<file path="config.mk">
export PLATFORM = sky130hd
export DESIGN_NAME = icap_s6_ctrl_flat
export DESIGN_NICKNAME = d
export VERILOG_FILES = /design/src/rtl/icap_s6_pkg.sv /design/src/rtl/icap_s6_ctrl_if.sv /design/src/rtl/icap_s6_seq_rom.sv /design/src/rtl/icap_s6_ctrl.sv /design/src/flat_wrapper.sv
export SDC_FILE = /design/constraint.sdc
export NUM_CORES = 1
export LEC_CHECK = 0
export ABC_AREA = 1
export BUFFER_PORTS_ARGS = -buffer_cell sky130_fd_sc_hd__buf_2
export CAP_MARGIN = 0
export CORE_ASPECT_RATIO = 0.9
export CORE_MARGIN = 2
export CORE_UTILIZATION = 45
export DETAILED_ROUTE_END_ITERATION = 10
export GPL_TIMING_DRIVEN = 0
export PLACE_DENSITY = 0.69
export RECOVER_POWER = 50
export SYNTH_ARGS = -nofsm -noshare
export SYNTH_HDL_FRONTEND = slang
export SYNTH_SLANG_ARGS = --single-unit
export TNS_END_PERCENT = 1
</file>
<file path="constraint.sdc">
create_clock -name clk -period 4 [get_ports clk]
set_input_delay 0.2 -clock clk [delete_from_list [all_inputs] [get_ports clk]]
set_output_delay 0.2 -clock clk [all_outputs]
set_load 0.05 [all_outputs]
</file>
<file path="src/rtl/icap_s6_pkg.sv">
// Shared types, ICAP command words and byte bit-reversal helpers for the
// Spartan-6 ICAP sequencer.
package icap_s6_pkg;

    typedef enum logic [2:0] {
        STARTUP,
        IDLE,
        WR_SEQ,
        RD_SW,
        RD_WAIT,
        WR_SW,
        DESYNC
    } state_t;

    typedef enum logic [1:0] {
        SEQ_READ,
        SEQ_BOOT,
        SEQ_DESYNC
    } seq_t;

    // Which runtime field, if any, replaces or extends the ROM word at a step.
    typedef enum logic [1:0] {
        FLD_NONE,
        FLD_REG,
        FLD_ADDR_LO,
        FLD_ADDR_HI
    } field_t;

    localparam logic [15:0] SYNC0       = 16'hFFFF;
    localparam logic [15:0] SYNC1       = 16'hAA99;
    localparam logic [15:0] SYNC2       = 16'h5566;
    localparam logic [15:0] NOOP        = 16'h2000;
    localparam logic [15:0] HDR_GEN1    = 16'h3261;
    localparam logic [15:0] HDR_GEN2    = 16'h3281;
    localparam logic [15:0] HDR_CMD     = 16'h30A1;
    localparam logic [15:0] CMD_IPROG   = 16'h000E;
    localparam logic [15:0] CMD_DESYNC  = 16'h000D;
    localparam logic [15:0] RD_HDR_BASE = 16'h2801;

    function automatic logic [7:0] bit_rev8(input logic [7:0] b);
        logic [7:0] r;
        for (int i = 0; i < 8; i++) begin
            r[i] = b[7-i];
        end
        return r;
    endfunction

    function automatic logic [15:0] swap16(input logic [15:0] w);
        return {bit_rev8(w[15:8]), bit_rev8(w[7:0])};
    endfunction

endpackage

</file>
<file path="src/rtl/icap_s6_ctrl_if.sv">
// Fabric-side request/response bus of the ICAP sequencer.
interface icap_s6_ctrl_if;
    logic        req_valid;
    logic        req_ready;
    logic        req_op;
    logic [5:0]  req_reg;
    logic [23:0] req_boot_addr;
    logic        rsp_valid;
    logic [15:0] rsp_data;
    logic        rsp_err;

    modport master (
        output req_valid, req_op, req_reg, req_boot_addr,
        input  req_ready, rsp_valid, rsp_data, rsp_err
    );

    modport slave (
        input  req_valid, req_op, req_reg, req_boot_addr,
        output req_ready, rsp_valid, rsp_data, rsp_err
    );
endinterface

</file>
<file path="src/rtl/icap_s6_seq_rom.sv">
// Word-stream ROM: constant ICAP word, field-insert code and last-word flag
// for each step of the read, reboot and desync streams.
module icap_s6_seq_rom
    import icap_s6_pkg::*;
(
    input  seq_t        sel,
    input  logic [3:0]  step,
    output logic [15:0] word,
    output field_t      field,
    output logic        last
);

    always_comb begin
        word  = SYNC0;
        field = FLD_NONE;
        last  = 1'b0;
        case (sel)
            SEQ_READ: begin
                case (step)
                    4'd0: word = SYNC0;
                    4'd1: word = SYNC1;
                    4'd2: word = SYNC2;
                    4'd3: word = NOOP;
                    4'd4: begin
                        word  = RD_HDR_BASE;
                        field = FLD_REG;
                    end
                    4'd5: word = NOOP;
                    4'd6: begin
                        word = NOOP;
                        last = 1'b1;
                    end
                    default: ;
                endcase
            end
            SEQ_BOOT: begin
                case (step)
                    4'd0:  word = SYNC0;
                    4'd1:  word = SYNC1;
                    4'd2:  word = SYNC2;
                    4'd3:  word = HDR_GEN1;
                    4'd4: begin
                        word  = 16'h0000;
                        field = FLD_ADDR_LO;
                    end
                    4'd5:  word = HDR_GEN2;
                    4'd6: begin
                        word  = 16'h0000;
                        field = FLD_ADDR_HI;
                    end
                    4'd7:  word = HDR_CMD;
                    4'd8:  word = CMD_IPROG;
                    4'd9:  word = NOOP;
                    4'd10: word = NOOP;
                    4'd11: begin
                        word = NOOP;
                        last = 1'b1;
                    end
                    default: ;
                endcase
            end
            SEQ_DESYNC: begin
                case (step)
                    4'd0: word = HDR_CMD;
                    4'd1: word = CMD_DESYNC;
                    4'd2: word = NOOP;
                    4'd3: begin
                        word = NOOP;
                        last = 1'b1;
                    end
                    default: ;
                endcase
            end
            default: ;
        endcase
    end

endmodule

</file>
<file path="src/rtl/icap_s6_ctrl.sv">
// Spartan-6 ICAP sequencer: one register read or multiboot reboot at a time.
// All outputs are registered from the next-state decode.
module icap_s6_ctrl
    import icap_s6_pkg::*;
#(
    parameter bit         BIT_SWAP   = 1'b1,
    parameter logic [7:0] SPI_OPCODE = 8'h0B,
    parameter int         RD_TIMEOUT = 256,
    parameter int         INIT_QUIET = 4
) (
    input  logic          clk,
    input  logic          rst,
    icap_s6_ctrl_if.slave bus,
    output logic          icap_ce,
    output logic          icap_write,
    output logic [15:0]   icap_i,
    input  logic [15:0]   icap_o,
    input  logic          icap_busy
);

    localparam int CNT_MAX = (RD_TIMEOUT > INIT_QUIET) ? RD_TIMEOUT : INIT_QUIET;
    localparam int CNT_W   = $clog2(CNT_MAX + 1);
    localparam logic [CNT_W-1:0] QUIET_CNT    = CNT_W'(INIT_QUIET);
    localparam logic [CNT_W-1:0] TIMEOUT_LAST = CNT_W'(RD_TIMEOUT - 1);

    state_t            state, state_nx;
    seq_t              seq, seq_nx;
    logic [3:0]        step, step_nx;
    logic [CNT_W-1:0]  cnt, cnt_nx;
    logic [5:0]        rd_reg;
    logic [23:0]       addr_q;
    logic [15:0]       data_q;
    logic              err_q;
    logic              last_q;
    logic              accept, capture, timeout, rsp_fire;
    logic [15:0]       rom_word, word_nx, i_nx;
    field_t            rom_field;
    logic              rom_last;
    logic              ce_nx, write_nx;

    // ROM is addressed with the next step so its word lands in the output
    // register on the same edge the step is entered.
    icap_s6_seq_rom u_rom (
        .sel   (seq_nx),
        .step  (step_nx),
        .word  (rom_word),
        .field (rom_field),
        .last  (rom_last)
    );

    always_comb begin
        state_nx = state;
        seq_nx   = seq;
        step_nx  = step;
        cnt_nx   = cnt;
        accept   = 1'b0;
        capture  = 1'b0;
        timeout  = 1'b0;
        rsp_fire = 1'b0;
        case (state)
            STARTUP: begin
                if (cnt == QUIET_CNT) begin
                    state_nx = IDLE;
                    cnt_nx   = '0;
                end else if (icap_busy) begin
                    cnt_nx = '0;
                end else begin
                    cnt_nx = cnt + CNT_W'(1);
                end
            end
            IDLE: begin
                if (bus.req_valid && bus.req_ready) begin
                    accept   = 1'b1;
                    state_nx = WR_SEQ;
                    seq_nx   = bus.req_op ? SEQ_BOOT : SEQ_READ;
                    step_nx  = 4'd0;
                end
            end
            WR_SEQ: begin
                if (last_q) begin
                    step_nx  = 4'd0;
                    state_nx = (seq == SEQ_BOOT) ? IDLE : RD_SW;
                end else begin
                    step_nx = step + 4'd1;
                end
            end
            RD_SW: begin
                if (step == 4'd2) begin
                    state_nx = RD_WAIT;
                    step_nx  = 4'd0;
                    cnt_nx   = '0;
                end else begin
                    step_nx = step + 4'd1;
                end
            end
            RD_WAIT: begin
                if (!icap_busy) begin
                    capture  = 1'b1;
                    state_nx = WR_SW;
                end else if (cnt == TIMEOUT_LAST) begin
                    timeout  = 1'b1;
                    state_nx = WR_SW;
                end else begin
                    cnt_nx = cnt + CNT_W'(1);
                end
            end
            WR_SW: begin
                if (step == 4'd1) begin
                    state_nx = DESYNC;
                    seq_nx   = SEQ_DESYNC;
                    step_nx  = 4'd0;
                end else begin
                    step_nx = step + 4'd1;
                end
            end
            DESYNC: begin
                if (last_q) begin
                    rsp_fire = 1'b1;
                    state_nx = IDLE;
                    step_nx  = 4'd0;
                end else begin
                    step_nx = step + 4'd1;
                end
            end
            default: state_nx = STARTUP;
        endcase
    end

    always_comb begin
        word_nx = rom_word;
        case (rom_field)
            FLD_REG:     word_nx = rom_word | {5'd0, rd_reg, 5'd0};
            FLD_ADDR_LO: word_nx = addr_q[15:0];
            FLD_ADDR_HI: word_nx = {SPI_OPCODE, addr_q[23:16]};
            default:     ;
        endcase
    end

    // Switching cycles walk CE/WRITE so WRITE never changes while CE is low.
    always_comb begin
        ce_nx    = 1'b1;
        write_nx = 1'b0;
        i_nx     = SYNC0;
        case (state_nx)
            WR_SEQ, DESYNC: begin
                ce_nx = 1'b0;
                i_nx  = word_nx;
            end
            RD_SW: begin
                ce_nx    = (step_nx != 4'd2);
                write_nx = (step_nx != 4'd0);
            end
            RD_WAIT: begin
                ce_nx    = 1'b0;
                write_nx = 1'b1;
            end
            WR_SW: write_nx = (step_nx == 4'd0);
            default: ;
        endcase
    end

    always_ff @(posedge clk) begin
        if (rst) begin
            state         <= STARTUP;
            seq           <= SEQ_READ;
            step          <= 4'd0;
            cnt           <= '0;
            last_q        <= 1'b0;
            rd_reg        <= 6'd0;
            addr_q        <= 24'd0;
            data_q        <= 16'd0;
            err_q         <= 1'b0;
            bus.req_ready <= 1'b0;
            bus.rsp_valid <= 1'b0;
            bus.rsp_data  <= 16'd0;
            bus.rsp_err   <= 1'b0;
            icap_ce       <= 1'b1;
            icap_write    <= 1'b0;
            icap_i        <= SYNC0;
        end else begin
            state  <= state_nx;
            seq    <= seq_nx;
            step   <= step_nx;
            cnt    <= cnt_nx;
            last_q <= rom_last;
            if (accept) begin
                rd_reg <= bus.req_reg;
                addr_q <= bus.req_boot_addr;
            end
            if (capture) begin
                data_q <= BIT_SWAP ? swap16(icap_o) : icap_o;
                err_q  <= 1'b0;
            end else if (timeout) begin
                data_q <= 16'd0;
                err_q  <= 1'b1;
            end
            // Ready is held off for the response cycle itself.
            bus.req_ready <= (state_nx == IDLE) && !rsp_fire;
            bus.rsp_valid <= rsp_fire;
            if (rsp_fire) begin
                bus.rsp_data <= data_q;
                bus.rsp_err  <= err_q;
            end
            icap_ce    <= ce_nx;
            icap_write <= write_nx;
            icap_i     <= BIT_SWAP ? swap16(i_nx) : i_nx;
        end
    end

endmodule
</file>
<file path="src/flat_wrapper.sv">
// flat-port wrapper written by rule: the top's interface ports become plain ports
module icap_s6_ctrl_flat import icap_s6_pkg::*;
#(
    parameter bit         BIT_SWAP   = 1'b1,
    parameter logic [7:0] SPI_OPCODE = 8'h0B,
    parameter int         RD_TIMEOUT = 256,
    parameter int         INIT_QUIET = 4
)
  (clk, rst, icap_ce, icap_write, icap_i, icap_o, icap_busy, bus_req_valid, bus_req_op, bus_req_reg, bus_req_boot_addr, bus_req_ready, bus_rsp_valid, bus_rsp_data, bus_rsp_err);
  icap_s6_ctrl_if bus_i ();
  input  logic clk;
  input  logic rst;
  output logic icap_ce;
  output logic icap_write;
  output logic [15:0] icap_i;
  input  logic [15:0] icap_o;
  input  logic icap_busy;
  input wire logic [$bits(bus_i.req_valid)-1:0] bus_req_valid;
  input wire logic [$bits(bus_i.req_op)-1:0] bus_req_op;
  input wire logic [$bits(bus_i.req_reg)-1:0] bus_req_reg;
  input wire logic [$bits(bus_i.req_boot_addr)-1:0] bus_req_boot_addr;
  output wire logic [$bits(bus_i.req_ready)-1:0] bus_req_ready;
  output wire logic [$bits(bus_i.rsp_valid)-1:0] bus_rsp_valid;
  output wire logic [$bits(bus_i.rsp_data)-1:0] bus_rsp_data;
  output wire logic [$bits(bus_i.rsp_err)-1:0] bus_rsp_err;
  assign bus_i.req_valid = bus_req_valid;
  assign bus_i.req_op = bus_req_op;
  assign bus_i.req_reg = bus_req_reg;
  assign bus_i.req_boot_addr = bus_req_boot_addr;
  assign bus_req_ready = bus_i.req_ready;
  assign bus_rsp_valid = bus_i.rsp_valid;
  assign bus_rsp_data = bus_i.rsp_data;
  assign bus_rsp_err = bus_i.rsp_err;
  icap_s6_ctrl #(.BIT_SWAP(BIT_SWAP), .SPI_OPCODE(SPI_OPCODE), .RD_TIMEOUT(RD_TIMEOUT), .INIT_QUIET(INIT_QUIET)) u_core (.clk(clk), .rst(rst), .bus(bus_i), .icap_ce(icap_ce), .icap_write(icap_write), .icap_i(icap_i), .icap_o(icap_o), .icap_busy(icap_busy));
endmodule
</file>
==> impl_metrics.yaml <==
run:
  drv_cap: 0
critical_path:
  worst-path-buf-inv: 3
  cp_max_fo: 10
  start_kind: "flip-flop"
  cp_top_family: "simple AND/OR/NAND/NOR gates"
  cpPeakStageDelay_ns: 0.60
  cp_cell_sequence: "inv_1 > ha_1 > nand4_1 > inv_1 > o21ai_0 > inv_2 > nor2_4 > nand3_2 > nand2_4 > nor2_8 > nand2_1 > nand3_1 > nor2_1 > nand2_1"
  reg2regPathDepth: 14
  cpMaxStageDelayCell: "o21ai_0"
  r2r_slack_ns: 1.19
  crit_start: "u_core.step[1]"
  cp-end-kind: "flip-flop"
  critPathKind: "flip-flop to flip-flop"
  worstPathRequired_ns: 4.23
  critPathArrivalTime_ns: 3.04
  reg2reg_to: "u_core.icap_i[1]"
  reg2reg_from: "u_core.step[1]"
cts:
  cts_tree: "done"
  root_buffer: "clkbuf_16"
  h-tree-depth: 3
  post_cts_buffers: 0
  cts_repair_resize_count: 0
  clk_pin_slew_ns: 0.08
  hold_buffers: 0
  cts_made_buffers: 9
  clkSinkCount: 103
  clock_path_buffers: 2
  insertion_delay_ns: 0.35
synth:
  ys_seq_elements: 103
  synth_cells: 640
  ys_types: 34
  postSynthAreaPerCell_um2: 7.14
  syn_nets: 697
  ys_seq_area_frac: 0.451
  netlist_area_um2: 4570
  yosysWarnings: 0
grt:
  grt_pass1_vias: 4170
  grt_max_degree: 20
  track_usage: 0.219
  grt_pass1_wl_um: 19200
  grt-ovfl-total: 0
  antenna_found_initial: 0
floorplanning:
  io_pins: 88
  die-area_um2: 11000
  num_rows: 34
  die_w_um: 110
  core_um2: 9780
  start_util: 0.467
  fp.dieH_um: 99.6
cells_and_area:
  largest_register_ffs: 24
  final_cells: 868
  drive_gt1_frac: 0.146
  nets: 794
  final_cell_mix: "nand2_1, dfxtp_1, nor2_1"
  antennaDiodeCount: 0
  top_register: "u_core.addr_q"
  layout_commonest_cell: "nand2_1"
  area_growth_pct: 17.7
place:
  finalWeightedCongestion: 0.894
  dp_cells: 852
  hpwlAfterDp_um: 8630
  portBuffers: 86
  post-place-ws_ns: 1.25
sta:
  skew_ns: 0.0111
  period_share: 0.702
  hold_violations: 0
  worst_pin_slew_ns: 0.755
  rsz0062_at_grt: "no"
  whs_ns: 0.0981
  relSlewSlack: 0.491
  setup_viol: 0
  fmax_mhz: 356
  setup_tns_ns: 0
  final_max_slew_viol_count: 0
  setup_ws_ns: 1.19
  period_minus_slack_ns: 2.81
drt:
  via_per_inst: 5.07
  routed_wl_um: 11500
  ant_nets: 0
  drt_first_iter_violations: 230
  routedWlPerCell_um: 13.2
  vias: 4400
  drcViolationCount: 0
  first_pass_iters: 4
power_and_ir_drop:
  cellLeakagePower_nw: 2.26
  peakVddDrop_uv: 211
  p_per_area_nw_per_um2: 365
  power_mw: 1.96
worst_hold_path:
  hp-start: "bus_req_boot_addr[21]"
  min_path_type: "input pin to flip-flop"
  hold_path_end: "u_core.addr_q[21]"
  hold_depth: 3
status:
  status: "finished clean"
[through the flow]
step	area, um2	utilization
4_1_cts	5460	0.558
3_3_place_gp	5160	0.527
5_1_grt	5380	0.549
2_1_floorplan	4570	-
3_5_place_dp	5160	0.527
6_report	5380	0.549
[worst min-delay path: stages]
cell	delay (ns)
buf_2	0.07
o21ai_0	0.07
nor2_1	0.07
[worst max-delay path by stage]
| stage | depth (start not counted) | end | slack (ns) |
|---|---|---|---|
| 2_1_floorplan | 14 | u_core.cnt[4] | 1.85 |
| 3_3_place_gp | 14 | u_core.icap_i[11] | 1.32 |
| 3_5_place_dp | 14 | u_core.cnt[4] | 1.25 |
| 4_1_cts | 14 | u_core.cnt[4] | 1.23 |
| 5_1_grt | 14 | u_core.cnt[4] | 0.83 |
| 6_report | 14 | u_core.icap_i[1] | 1.19 |
[final cells by class]
type | instances | area [um2]
inverters | 62 | 240
repair buffers | 86 | 384
fillers | 1002 | 4410
multi-input cells | 457 | 2160
plain buffers | 18 | 68.8
clock inverters | 6 | 62.6
clock buffers | 10 | 239
well taps | 126 | 158
flip-flops and latches | 103 | 2060
[cells by family (layout without fill, tap and decap cells)]
group                      after synthesis  in the layout  synth area share
and+or+nand+nor                        354            354             0.347
DFF                                    103            103             0.451
AOI/OAI and AO/OA                       97             97             0.117
buffers and inverters                   80            182            0.0676
adders and majority gates                6              6            0.0164
[metal layers]
layer / GRT usage / vias up / share of wire
li1: - / 2266 / -
met1: 0.324 / 2014 / 0.50
met2: 0.331 / 109 / 0.44
met3: 0.0321 / 11 / 0.041
met4: 0.0606 / 0 / 0.011
met5: 0 / - / 0
[power breakdown]
group | internal [mW] | switching, mW | leakage, nW
Clock | 0.456 | 0.424 | 0.148
Sequential | 1.03 | 0.000925 | 0.830
Combinational | 0.0240 | 0.0300 | 1.28
[Yosys cell counts (all sizes together)]
library cell,instances,share of area
a211oi,5,0.0082
a21oi,38,0.042
a221oi,1,0.0019
a22oi,4,0.0066
a31oi,2,0.0027
buf,4,0.0036
clkbuf,14,0.012
clkinv,1,0.00082
dfxtp,103,0.45
ha,6,0.016
inv,61,0.052
nand2,185,0.17
nand3,48,0.058
nand3b,2,0.0033
nand4,10,0.014
nor2,97,0.090
nor3,10,0.011
nor4,1,0.0014
o211ai,3,0.0049
o21ai,41,0.047
o21bai,2,0.0033
o22ai,1,0.0014
or2,1,0.0014
No activity file was read; power rests on OpenSTA's default activity.
